<file path="src/rtl/chroma_pkg.sv">
// Shared widths, mode encodings and FSM states for the chroma-key stage.
package chroma_pkg;
  localparam int HUE_W       = 9;
  localparam int SV_W        = 15;
  localparam int PIX_W       = HUE_W + SV_W;
  localparam int SAT_W       = 7;
  localparam int COORD_W     = 13;
  localparam int HUE_MAX     = 360;
  localparam int SCROLL_STEP = 4;

  localparam logic [1:0] MODE_RAINBOW = 2'd0;
  localparam logic [1:0] MODE_SCROLL  = 2'd1;
  localparam logic [1:0] MODE_SOLID   = 2'd2;
  localparam logic [1:0] MODE_MASK    = 2'd3;

  typedef enum logic {WAIT_SOF = 1'b0, ACTIVE = 1'b1} state_t;
endpackage

</file>
<file path="src/rtl/chroma_key_pipe_hue_wrap.sv">
// Two-stage modulo-HUE_MAX reducer: conditional subtraction of HUE_MAX<<k,
// upper shifts in the first register stage, lower shifts in the second.
module hue_wrap #(
  parameter int IN_W    = 15,
  parameter int HUE_MAX = 360,
  parameter int OUT_W   = 9
) (
  input  logic             clk,
  input  logic [IN_W-1:0]  sum,
  output logic [OUT_W-1:0] hue
);
  function automatic int top_shift();
    int k;
    k = 0;
    while ((longint'(HUE_MAX) << (k + 1)) < (longint'(1) << IN_W)) k++;
    return k;
  endfunction

  localparam int K_HI  = top_shift();
  localparam int K_MID = K_HI / 2;
  localparam logic [IN_W-1:0] HM = IN_W'(HUE_MAX);

  function automatic logic [IN_W-1:0] reduce(input logic [IN_W-1:0] x, input int hi, input int lo);
    logic [IN_W-1:0] r;
    r = x;
    for (int k = hi; k >= lo; k--)
      if (r >= (HM << k)) r = r - (HM << k);
    return r;
  endfunction

  logic [IN_W-1:0]  part_q;
  logic [OUT_W-1:0] full_q;

  // Datapath only; validity is tracked by the caller's valid pipe.
  always_ff @(posedge clk) begin
    part_q <= reduce(sum, K_HI, K_MID + 1);
    full_q <= OUT_W'(reduce(part_q, K_MID, 0));
  end

  assign hue = full_q;
endmodule

</file>
<file path="src/rtl/chroma_key_pipe.sv">
// Chroma-key stage: hue-window key with optional saturation gate, four background
// modes, SOF-shadowed config, fixed 3-cycle latency.
module chroma_key_pipe #(
  parameter int HUE_W       = chroma_pkg::HUE_W,
  parameter int SV_W        = chroma_pkg::SV_W,
  parameter int SAT_W       = chroma_pkg::SAT_W,
  parameter int COORD_W     = chroma_pkg::COORD_W,
  parameter int HUE_MAX     = chroma_pkg::HUE_MAX,
  parameter int SCROLL_STEP = chroma_pkg::SCROLL_STEP
) (
  input  logic                     clk,
  input  logic                     rst,
  input  logic                     in_valid,
  input  logic [COORD_W-1:0]       row,
  input  logic [COORD_W-1:0]       col,
  input  logic [HUE_W+SV_W-1:0]    pixel_in,
  input  logic [HUE_W+SV_W-1:0]    pass_in,
  input  logic                     key_en,
  input  logic [1:0]               mode,
  input  logic [HUE_W-1:0]         hue_lo,
  input  logic [HUE_W-1:0]         hue_hi,
  input  logic [SAT_W-1:0]         sat_min,
  input  logic [HUE_W-1:0]         solid_hue,
  output logic                     out_valid,
  output logic [HUE_W+SV_W-1:0]    pixel_out,
  output logic [HUE_W+SV_W-1:0]    pass_thru,
  output logic                     sof_seen
);
  import chroma_pkg::*;

  localparam int PIX_W  = HUE_W + SV_W;
  localparam int SUM_W  = COORD_W + 2;
  localparam int STAGES = 3;
  localparam logic [HUE_W:0] HMAX_X = (HUE_W+1)'(HUE_MAX);
  localparam logic [HUE_W:0] STEP_X = (HUE_W+1)'(SCROLL_STEP);

  typedef struct packed {
    logic [PIX_W-1:0] pix;
    logic [PIX_W-1:0] pass;
    logic             key;
    logic [1:0]       mode;
    logic [HUE_W-1:0] solid;
  } stg_t;

  state_t state, state_nx;
  logic   sof;
  assign sof = in_valid && row == '0 && col == '0;

  always_comb begin
    state_nx = state;
    if (state == WAIT_SOF && sof) state_nx = ACTIVE;
  end

  always_ff @(posedge clk) begin
    if (rst) state <= WAIT_SOF;
    else     state <= state_nx;
  end

  logic             sh_key_en;
  logic [1:0]       sh_mode;
  logic [HUE_W-1:0] sh_lo, sh_hi, sh_solid, phase;
  logic [SAT_W-1:0] sh_sat;

  logic [HUE_W:0]   ph_sum;
  logic [HUE_W-1:0] phase_wr;
  assign ph_sum   = {1'b0, phase} + STEP_X;
  assign phase_wr = (ph_sum >= HMAX_X) ? HUE_W'(ph_sum - HMAX_X) : HUE_W'(ph_sum);

  // The SOF pixel sees the freshly latched config and phase.
  logic             e_key_en;
  logic [1:0]       e_mode;
  logic [HUE_W-1:0] e_lo, e_hi, e_solid, e_phase;
  logic [SAT_W-1:0] e_sat;

  always_comb begin
    e_key_en = sh_key_en;
    e_mode   = sh_mode;
    e_lo     = sh_lo;
    e_hi     = sh_hi;
    e_sat    = sh_sat;
    e_solid  = sh_solid;
    e_phase  = phase;
    if (sof) begin
      e_key_en = key_en;
      e_mode   = mode;
      e_lo     = hue_lo;
      e_hi     = hue_hi;
      e_sat    = sat_min;
      e_solid  = solid_hue;
      if (mode == MODE_SCROLL) e_phase = phase_wr;
    end
  end

  always_ff @(posedge clk) begin
    if (rst) begin
      sh_key_en <= 1'b0;
      sh_mode   <= '0;
      sh_lo     <= '0;
      sh_hi     <= '0;
      sh_sat    <= '0;
      sh_solid  <= '0;
      phase     <= '0;
      sof_seen  <= 1'b0;
    end else if (sof) begin
      sh_key_en <= e_key_en;
      sh_mode   <= e_mode;
      sh_lo     <= e_lo;
      sh_hi     <= e_hi;
      sh_sat    <= e_sat;
      sh_solid  <= e_solid;
      phase     <= e_phase;
      sof_seen  <= 1'b1;
    end
  end

  logic [HUE_W-1:0] hue;
  logic [SAT_W-1:0] sat;
  logic             in_win;
  logic [SUM_W-1:0] sum0;
  stg_t             s0, s1, s2;

  assign hue = pixel_in[PIX_W-1 -: HUE_W];
  assign sat = pixel_in[SV_W-1 -: SAT_W];

  always_comb begin
    if (e_lo <= e_hi) in_win = hue >= e_lo && hue <= e_hi;
    else              in_win = hue >= e_lo || hue <= e_hi;
    s0.pix   = pixel_in;
    s0.pass  = pass_in;
    s0.key   = in_win && sat >= e_sat && e_key_en && (sof || state == ACTIVE);
    s0.mode  = e_mode;
    s0.solid = e_solid;
    sum0     = SUM_W'(row) + SUM_W'(col) + SUM_W'(e_phase);
  end

  logic [HUE_W-1:0] bg;
  hue_wrap #(.IN_W(SUM_W), .HUE_MAX(HUE_MAX), .OUT_W(HUE_W)) u_wrap (
    .clk (clk),
    .sum (sum0),
    .hue (bg)
  );

  logic [STAGES:1]  vld_pipe;
  logic [PIX_W-1:0] pix_nx;

  always_comb begin
    pix_nx = s2.pix;
    if (s2.key) begin
      case (s2.mode)
        MODE_RAINBOW, MODE_SCROLL: pix_nx = {bg, {SV_W{1'b1}}};
        MODE_SOLID:                pix_nx = {s2.solid, {SV_W{1'b1}}};
        default:                   pix_nx = '1;
      endcase
    end else if (s2.mode == MODE_MASK) begin
      pix_nx = '0;
    end
  end

  always_ff @(posedge clk) begin
    if (rst) begin
      vld_pipe  <= '0;
      s1        <= '0;
      s2        <= '0;
      pixel_out <= '0;
      pass_thru <= '0;
    end else begin
      vld_pipe  <= {vld_pipe[STAGES-1:1], in_valid};
      s1        <= s0;
      s2        <= s1;
      pixel_out <= pix_nx;
      pass_thru <= s2.pass;
    end
  end

  assign out_valid = vld_pipe[STAGES];
endmodule

</file>
<file path="config.mk">
export PLATFORM = sky130hd
export DESIGN_NAME = chroma_key_pipe
export DESIGN_NICKNAME = d
export VERILOG_FILES = /design/src/rtl/chroma_pkg.sv /design/src/rtl/chroma_key_pipe_hue_wrap.sv /design/src/rtl/chroma_key_pipe.sv
export SDC_FILE = /design/constraint.sdc
export NUM_CORES = 1
export LEC_CHECK = 0
export CAP_MARGIN = 0
export CELL_PAD_IN_SITES_DETAIL_PLACEMENT = 0
export CELL_PAD_IN_SITES_GLOBAL_PLACEMENT = 1
export CORE_UTILIZATION = 40
export CTS_CLUSTER_DIAMETER = 50
export DETAILED_ROUTE_END_ITERATION = 12
export PLACE_DENSITY = 0.77
export SYNTH_ARGS = -nofsm -noshare
export SYNTH_HDL_FRONTEND = slang
export SYNTH_SLANG_ARGS = --single-unit
</file>
<file path="constraint.sdc">
create_clock -name clk -period 19.92 [get_ports clk]
set_input_delay 2.988 -clock clk [delete_from_list [all_inputs] [get_ports clk]]
set_output_delay 2.988 -clock clk [all_outputs]
set_load 0.02 [all_outputs]
</file>
==> metrics.md, run 1 <==
| Metric | Value |
|---|---|
| Status | `finished, final reports clean` |
| Max Clock Skew | `just under 10 ps` |
| DRT Pass-1 Iters | `5` |
| CTS Sinks | `around 240` |
| Yosys warnings | `0` |
| Area occupied by multi-input gates | `between 5000 and 6000 um2` |
| GR Overflow Total | `0` |
| Cell area after synthesis | `about 11000 um2` |
| Nets | `roughly 1500` |
| Hold/Removal Path Class | `register to register` |
| Post-synth top area cell | `dfxtp_1` |
| Fillers | `about 2400` |
| I/O Buffers | `163` |
| Hold endpoint | `u_wrap.hue[2]$_DFF_P_` |
| RePlAce Congestion | `between 0.8 and 0.9` |
| ANT cells | `0` |
| Switching pwr | `a little under 0.0006 W` |
| CTS Root Cell | `clkbuf_16` |
| Buffer count from post-CTS setup fixing | `0` |
| Largest net degree at the start of global routing | `between 100 and 150` |
| Maximum vdd drop | `approximately 0.068 mV` |
| Design area | `~14000 um2` |
| Crit path required time | `20310 ps` |
| Num ports | `164` |
| RSZ-0062 raised after global routing | `no` |
| Setup slack after layout | `9630 ps` |
| Vias in the first global route | `slightly below 8000` |
| Critical Path AT | `between 10000 and 15000 ps` |
| Routed Wire Length | `between 20000 and 25000 um` |
| EDFF count, synth | `0` |
| Die height | `between 150 and 200 um` |
| Starting Density | `0.407` |
| Yosys top cell area share | `0.443` |
| Reg-to-reg slack, setup | `12000 ps` |
| Most common cell after layout, fill and taps aside | `dfxtp_1` |
| Core Area | `roughly 27000 um2` |
| Worst hold stages | `0` |
| Die Area | `27900 um2` |
| Routed vias/inst | `5.06` |
| Post-synth cell types | `93` |
| CTS buffer count | `29` |
| DRC violations left | `0` |
| Place WS | `a little over 9000 ps` |
| Row count | `60` |
| Register bit total from synthesis | `241` |
| CP Launch Type | `input port` |
| Placed insts | `1594` |
| Final min period | `slightly above 10000 ps` |
| Die width | `between 150 and 200 um` |
| Commonest non-fill, non-tap cells in the layout | `dfxtp_1 (241), clkdlybuf4s50_1 (162), nor2b_1 (155)` |
| CP Max Fanout | `7` |
| Worst setup EP type | `register` |
| Post-synthesis sequential area ratio | `0.443` |
| Reg-to-reg startpoint | `phase[2]$_SDFFE_PP0P_` |
| Max-Cap Viols | `0` |
| Critical Path Max Stage Delay | `slightly below 900 ps` |
| Max_slew headroom | `0.329` |
| Share of cells above drive strength 1 | `0.0697` |
| FMAX | `about 97 MHz` |
| Hold_buf cts | `0` |
| Routed len/inst | `~15 um` |
| CTS tree | `built` |
| Top post-synthesis cells by area | `dfxtp_1 (44%), nor2b_1 (8.9%), ha_1 (7.2%), mux2i_1 (4.0%), nor2_1 (3.9%)` |
| Final HPWL DP | `approximately 18000 um` |
| Critical path's slowest cell | `nor4b_1` |
| GRT Total Usage | `0.173` |
| Final setup viols | `0` |
| Net Sw Frac | `0.348` |
| Final cycle utilization of the critical path | `0.517` |
| Resized Gates After CTS | `0` |
| Clk slew on worst S/H paths | `about 60 ps` |
| FF/Latch Area | `4820 um2` |
| CTS max path bufs | `3` |
| Crit-path most repeated cell | `inv_1` |
| Vias | `~8300` |
| Area grow syn2layout | `26.6%` |
| Clock power frac | `0.315` |
| Primary FF master, synth | `dfxtp_1` |
| Slew @ Worst Pin | `roughly 1000 ps` |
| Setup CP Type | `input port to register` |
| H-tree depth | `1` |
| Cells after Synth | `roughly 1100` |
| Hold path start | `u_wrap.part_q[2]$_DFF_P_` |
| Initial antenna violation count | `0` |
| First-pass GRT wire length | `roughly 40000 um` |
| Post-DP Area | `12800 um2` |
| FFs w/ async S/R, synth | `0` |
| Pins over their slew limit | `0` |
| Combinational Power Share | `0.361` |
| Final Non-Filler Cells | `1646` |
| Initial DRC Count | `between 400 and 500` |
| Antenna Nets Post-Route | `0` |
| Sequential Power Share | `0.325` |
| R2R depth | `31` |
| Worst-Skew Late Latency | `roughly 530 ps` |
| Power per cell area | `around 120 nW/um2` |
| Avg Inst Size Synth | `about 9.6 um2` |
| RR Endpoint | `u_wrap.part_q[10]$_DFF_P_` |
| Setup TNS | `0 ps` |
| Internal Power | `approximately 0.0011 W` |
| Fin. Hold Viols | `0` |
| Leak Pwr | `5.40 nW` |
## state kept, by name (all words and copies together), names as in the netlist, 2 cells and up
name           flops
s2                60
u_wrap.part_q     15
u_wrap.hue         9
sh_solid           9
pixel_out         24
vld_pipe           3
phase              7
sh_lo              9
sh_sat             7
pass_thru         24
sh_mode            2
s1                60
sh_hi              9
## worst max-delay path by stage
stage / start / endpoint / slack (ps) / cells past startpoint
after floorplan: row[4] / u_wrap.part_q[10]$_DFF_P_ / 10970 / 25
after global placement: col[3] / u_wrap.part_q[10]$_DFF_P_ / 9500 / 26
after detailed placement: row[4] / u_wrap.part_q[10]$_DFF_P_ / 9250 / 26
after CTS: row[4] / u_wrap.part_q[10]$_DFF_P_ / 9830 / 26
after global routing: row[4] / u_wrap.part_q[10]$_DFF_P_ / 9210 / 26
final: col[3] / u_wrap.part_q[10]$_DFF_P_ / 9630 / 26
## power groups by stage
stage          registers [W]  logic (W)  clock network, W
2_1_floorplan       0.000537   0.000472                 0
3_3_place_gp        0.000552   0.000593                 0
3_5_place_dp        0.000552   0.000594                 0
4_1_cts             0.000542   0.000598          0.000542
5_1_grt             0.000546   0.000672          0.000563
6_report            0.000543   0.000602          0.000525
## layer usage
layer,vias up,part of all wire,global-route usage
met2,196,0.45,0.276
met4,0,0.016,0.0411
met5,-,0,0
li1,4266,-,-
met3,30,0.049,0.0290
met1,3840,0.48,0.243
## cell usage after synthesis (all sizes together), types with 19 or more instances
cell,instances
dfxtp,241
nor2b,155
clkbuf,30
inv,36
mux2i,44
a21oi,56
o21ai,67
xnor2,29
ha,63
nor2,112
nand2,34
nand2b,19
## area by class of cell
| cell class | instances | area share |
|---|---|---|
| inverter | 36 | 0.00980 |
| multi-input combinational | 811 | 0.418 |
| timing repair buffer | 165 | 0.120 |
| clock inverter | 14 | 0.0136 |
| sequential | 241 | 0.350 |
| tap | 341 | 0.0309 |
| clock buffer | 38 | 0.0580 |
## cell families after synthesis
logic type / after synthesis / synth area share
adders and majority gates: 73 / 0.0889
other: 1 / 0.000344
buffers and inverters: 81 / 0.0289
and+or+nand+nor: 410 / 0.204
muxes: 47 / 0.0435
xor gates and xnor gates: 42 / 0.0365
AOI/OAI and AO/OA: 237 / 0.155
DFF: 241 / 0.443
## critical path, delay by kind of cell
family	cells	cell delay [ps]
xor+xnor	2	340
buf+inv	5	1000
mux	1	270
fa+ha+maj	3	990
compound gates	10	2730
simple gates	5	2330
## stage by stage
stage / total power (W) / hold slack (ps) / util
after floorplan: 0.00101 / 350 / -
after global placement: 0.00114 / 376 / 0.478
after detailed placement: 0.00115 / 376 / 0.478
after CTS: 0.00168 / 384 / 0.514
after global routing: 0.00178 / 390 / 0.514
final: 0.00167 / 382 / 0.514
Power figures use the tool's default switching activity.
==> inputs of run 2 (changes only) <==
==> constraint.sdc (replaced) <==
create_clock -name clk -period 10.42 [get_ports clk]
set_input_delay 1.563 -clock clk [delete_from_list [all_inputs] [get_ports clk]]
set_output_delay 1.563 -clock clk [all_outputs]
set_load 0.02 [all_outputs]
==> metrics.md, run 2 (synthesized netlist as in run 1, its figures left out) <==
| Metric | Value |
|---|---|
| Maximum vdd drop | `~0.12 mV` |
| FMAX | `between 100 and 150 MHz` |
| Die height | `roughly 170 um` |
| Top Registers | `s1 (60), s2 (60)` |
| RR Endpoint | `u_wrap.part_q[10]$_DFF_P_` |
| Nets | `between 1000 and 1500` |
| Num ports | `164` |
| Most common cell after layout, fill and taps aside | `dfxtp_1` |
| RePlAce Congestion | `0.887` |
| Setup TNS | `0 ps` |
| Critical Path Max Stage Delay | `830 ps` |
| Final min period | `around 8700 ps` |
| Starting Density | `0.407` |
| CP Launch Type | `input port` |
| CTS buffer count | `29` |
| Reg-to-reg slack, setup | `2510 ps` |
| Initial DRC Count | `between 400 and 500` |
| CTS Root Cell | `clkbuf_16` |
| Switching pwr | `0.00113 W` |
| Row count | `60` |
| Combinational Power Share | `0.358` |
| CP Max Fanout | `7` |
| CTS tree | `built` |
| H-tree depth | `1` |
| Max Clock Skew | `16.7 ps` |
| Max_slew headroom | `0.330` |
| CTS max path bufs | `3` |
| Crit path required time | `approximately 11000 ps` |
| Worst hold slack | `about 370 ps` |
| R2R depth | `31` |
| Pins over their slew limit | `0` |
| Resized Gates After CTS | `0` |
| Core Util, Final | `0.516` |
| Worst-Skew Late Latency | `between 500 and 600 ps` |
| GRT Total Usage | `0.173` |
| Sequential Power Share | `0.322` |
| Worst setup EP type | `register` |
| Area occupied by multi-input gates | `roughly 5800 um2` |
| Share of cells above drive strength 1 | `0.0735` |
| CTS Sinks | `between 200 and 250` |
| Setup slack after layout | `~1700 ps` |
| End point of the critical path | `u_wrap.part_q[10]$_DFF_P_` |
| Hold_buf cts | `0` |
| Initial antenna violation count | `0` |
| Reg-to-reg startpoint | `phase[2]$_SDFFE_PP0P_` |
| First-pass GRT wire length | `39300 um` |
| Antenna Nets Post-Route | `0` |
| Vias in the first global route | `7634` |
| Hold/Removal Path Class | `register to register` |
| Setup CP Type | `input port to register` |
| Area grow syn2layout | `26.8%` |
| Clock power frac | `0.320` |
| RSZ-0062 raised after global routing | `no` |
| Crit path launch | `col[11]` |
| Final HPWL DP | `approximately 18000 um` |
| Power per cell area | `233 nW/um2` |
| I/O Buffers | `between 150 and 200` |
| Core Area | `approximately 27000 um2` |
| Critical path's slowest cell | `nor4b_1` |
| Die width | `roughly 170 um` |
| Slew @ Worst Pin | `1000 ps` |
| Routed vias/inst | `5.03` |
| Final setup viols | `0` |
| DRC violations left | `0` |
| Pwr Total | `0.00322 W` |
| Final cycle utilization of the critical path | `0.837` |
| Die Area | `27900 um2` |
| Commonest non-fill, non-tap cells in the layout | `dfxtp_1 (241), clkdlybuf4s50_1 (162), nor2b_1 (155)` |
| Largest net degree at the start of global routing | `approximately 130` |
| Internal Power | `roughly 0.0021 W` |
| ANT cells | `0` |
| DRT Pass-1 Iters | `4` |
| Fin. Hold Viols | `0` |
| Routed len/inst | `between 10 and 15 um` |
| Worst hold stages | `0` |
| FF/Latch Area | `4820 um2` |
| Net Sw Frac | `0.350` |
| Buffer count from post-CTS setup fixing | `0` |
| Vias | `between 8000 and 9000` |
| Crit-path most repeated cell | `inv_1` |
| GR Overflow Total | `0` |
| Critical Path AT | `9120 ps` |
| Fillers | `between 2000 and 2500` |
| Routed Wire Length | `around 25000 um` |
| Leak Pwr | `between 5 and 6 nW` |
| Place WS | `between 1000 and 1500 ps` |
| Status | `finished, final reports clean` |
| Clk slew on worst S/H paths | `60 ps` |
| Max-Cap Viols | `0` |
-- run 2: cell type report --
class                      instances  area share
clock inverter                    18      0.0157
multi-input combinational        811       0.417
tap                              341      0.0309
clock buffer                      36      0.0580
timing repair buffer             165       0.119
sequential                       241       0.349
inverter                          36     0.00978
-- run 2: worst max-delay path: cells and delay by family --
family,cells,cell delay [ps]
and+or+nand+nor,5,2280
buffers and inverters,5,950
xor gates and xnor gates,2,330
AOI/OAI and AO/OA,10,2700
muxes,1,260
adders and majority gates,3,990
-- run 2: worst min-delay path by stage --
stage / start / slack, ps / endpoint
after CTS: u_wrap.part_q[2]$_DFF_P_ / 380 / u_wrap.hue[2]$_DFF_P_
final: u_wrap.part_q[2]$_DFF_P_ / 370 / u_wrap.hue[2]$_DFF_P_
after floorplan: u_wrap.part_q[2]$_DFF_P_ / 350 / u_wrap.hue[2]$_DFF_P_
after detailed placement: u_wrap.part_q[1]$_DFF_P_ / 370 / u_wrap.hue[1]$_DFF_P_
after global placement: u_wrap.part_q[0]$_DFF_P_ / 380 / u_wrap.hue[0]$_DFF_P_
after global routing: u_wrap.part_q[2]$_DFF_P_ / 380 / u_wrap.hue[2]$_DFF_P_
-- run 2: power by group through the flow --
stage	registers, W	logic [W]	clock network, W
final	0.00104	0.00115	0.00103
after global routing	0.00104	0.00129	0.00110
after CTS	0.00104	0.00114	0.00106
after detailed placement	0.00106	0.00114	0
after global placement	0.00106	0.00113	0
after floorplan	0.00103	0.000903	0
-- run 2: through the flow --
stage	std cells	cell area, um2
after floorplan	1133	10900
after global placement	1594	12800
after detailed placement	1594	12800
after CTS	1648	13800
after global routing	1648	13800
final	1648	13800
-- run 2: routing by layer --
metal,global-route usage,part of all wire,up-vias
met3,0.0280,0.044,37
met4,0.0491,0.023,0
met1,0.242,0.49,3810
met2,0.273,0.44,178
li1,-,-,4264
met5,0,0,-
==> inputs of run 3 (changes only) <==
--- a/config.mk
+++ b/config.mk
@@ -8,7 +8,7 @@
 export CAP_MARGIN = 0
 export CELL_PAD_IN_SITES_DETAIL_PLACEMENT = 0
 export CELL_PAD_IN_SITES_GLOBAL_PLACEMENT = 1
-export CORE_UTILIZATION = 40
+export CORE_UTILIZATION = 38
 export CTS_CLUSTER_DIAMETER = 50
 export DETAILED_ROUTE_END_ITERATION = 12
 export PLACE_DENSITY = 0.77
==> constraint.sdc (replaced) <==
create_clock -name clk -period 8 [get_ports clk]
set_input_delay 1.2 -clock clk [delete_from_list [all_inputs] [get_ports clk]]
set_output_delay 1.2 -clock clk [all_outputs]
set_load 0.02 [all_outputs]
==> metrics.md, run 3 (synthesized netlist as in run 1, its figures left out) <==
| Metric | Value |
|---|---|
| Max Clock Skew | `between 10 and 15 ps` |
| Starting Density | `0.389` |
| Worst hold stages | `0` |
| Power per cell area | `301 nW/um2` |
| Post-DP Area | `about 13000 um2` |
| Most common cell after layout, fill and taps aside | `dfxtp_1` |
| Die height | `between 150 and 200 um` |
| Final cycle utilization of the critical path | `0.930` |
| CP Launch Type | `input port` |
| Design area | `~14000 um2` |
| Resized Gates After CTS | `0` |
| Met2 usage | `0.284` |
| Fin. Hold Viols | `0` |
| Share of cells above drive strength 1 | `0.0825` |
| RR Endpoint | `u_wrap.part_q[10]$_DFF_P_` |
| Hold path start | `u_wrap.part_q[1]$_DFF_P_` |
| H-tree depth | `1` |
| Top Registers | `s1 (60), s2 (60)` |
| Initial antenna violation count | `0` |
| Hold_buf cts | `0` |
| GR Util met3 | `0.0311` |
| Met1 Usage GRT | `0.241` |
| Routed Wire Length | `between 20000 and 30000 um` |
| Largest net degree at the start of global routing | `between 100 and 150` |
| GR Overflow Total | `0` |
| Hold endpoint | `u_wrap.hue[1]$_DFF_P_` |
| Area grow syn2layout | `28.1%` |
| Max_slew headroom | `0.318` |
| Hold/Removal Path Class | `register to register` |
| Crit path required time | `around 8400 ps` |
| Reg-to-reg slack, setup | `a little over 600 ps` |
| First-pass GRT wire length | `approximately 41000 um` |
| Vias in the first global route | `7988` |
| RePlAce Congestion | `0.853` |
| CTS Sinks | `about 240` |
| ANT cells | `0` |
| CTS tree | `built` |
| CTS max path bufs | `3` |
| RSZ-0062 raised after global routing | `no` |
| Setup CP Type | `input port to register` |
| GRT Total Usage | `0.176` |
| Routed vias/inst | `slightly below 5` |
| Reg-to-reg startpoint | `phase[2]$_SDFFE_PP0P_` |
| Nets | `about 1500` |
| Pins over their slew limit | `0` |
| Max-Cap Viols | `0` |
| Slew @ Worst Pin | `1020 ps` |
| Leak Pwr | `between 5 and 6 nW` |
| Core Area | `28000 um2` |
| R2R depth | `30` |
| Commonest non-fill, non-tap cells in the layout | `dfxtp_1 (241), clkdlybuf4s50_1 (162), nor2b_1 (155)` |
| Final setup viols | `0` |
| Routed len/inst | `around 15 um` |
| Final HPWL DP | `about 19000 um` |
| Die Area | `around 29000 um2` |
| Worst setup EP type | `register` |
| Clk slew on worst S/H paths | `~60 ps` |
| Maximum vdd drop | `0.168 mV` |
| Num ports | `around 160` |
| Initial DRC Count | `563` |
| Final min period | `between 7000 and 8000 ps` |
| Most used routing layer | `met2` |
| DRT Pass-1 Iters | `5` |
| Vias | `8337` |
| Worst hold slack | `~370 ps` |
| Row count | `61` |
| FMAX | `approximately 130 MHz` |
| Critical Path AT | `approximately 8000 ps` |
| CTS buffer count | `31` |
| Antenna Nets Post-Route | `0` |
| Worst-Skew Late Latency | `roughly 550 ps` |
| CTS Root Cell | `clkbuf_16` |
| CP Max Fanout | `8` |
| Status | `finished, final reports clean` |
| DRC violations left | `0` |
| I/O Buffers | `163` |
| Buffer count from post-CTS setup fixing | `0` |
| Die width | `around 170 um` |
[run 3: final cells by class]
| type | count | area [um2] |
|---|---|---|
| Inverter | 36 | 135 |
| Multi-Input combinational cell | 811 | 5770 |
| Timing Repair Buffer | 180 | 1760 |
| Fill cell | 2636 | 14100 |
| Tap cell | 378 | 473 |
| Clock buffer | 41 | 873 |
| Sequential cell | 241 | 4820 |
| Clock inverter | 13 | 121 |
[run 3: power breakdown]
| part | switching, W | internal [W] | leakage (nW) |
|---|---|---|---|
| Clock | 0.000532 | 0.000778 | 0.487 |
| Sequential | 0.0000654 | 0.00128 | 1.98 |
| Combinational | 0.000897 | 0.000644 | 3.01 |
[run 3: per-stage QoR]
step	TNS, ps	utilization	worst slack [ps]	power (W)	cells
after global routing	0	0.498	52.6	0.00447	1700
after global placement	-35.7	0.463	-35.7	0.00289	1646
after CTS	0	0.498	547	0.00422	1700
after floorplan	0	-	834	0.00251	1133
final	0	0.498	561	0.00420	1700
after detailed placement	-9.89	0.463	-9.89	0.00289	1646
[run 3: metal layers]
layer	up-vias	routed length, um
li1	4296	-
met1	3819	12600
met2	187	11600
met3	35	1220
met4	0	451
met5	-	0
[run 3: worst max-delay path by stage]
stage / start / endpoint / slack, ps / cells past startpoint
finish: col[11] / u_wrap.part_q[10]$_DFF_P_ / 560 / 25
global route: col[1] / u_wrap.part_q[10]$_DFF_P_ / 50 / 25
CTS: col[1] / u_wrap.part_q[10]$_DFF_P_ / 550 / 25
detailed placement: col[1] / u_wrap.part_q[10]$_DFF_P_ / -10 / 25
global placement: row[4] / u_wrap.part_q[10]$_DFF_P_ / -40 / 26
floorplan: row[4] / u_wrap.part_q[10]$_DFF_P_ / 830 / 25
[run 3: worst max-delay path, stage by stage]
cell             delay, ps
clkdlybuf4s50_1        430
nor4_1                 680
nand3_1                280
nor4b_1                320
buf_4                  200
xor2_1                 220
fa_1                   500
fa_1                   470
a21o_1                 240
a22oi_1                300
o221ai_2               180
xor2_2                 180
inv_1                   90
ha_1                   170
inv_1                  110
a41o_1                 280
a221o_1                340
a22oi_2                240
o21ai_4                120
o2111a_1               150
or3_4                  410
o31ai_4                330
mux2i_1                250
o21ai_2                 70
xnor2_1                120
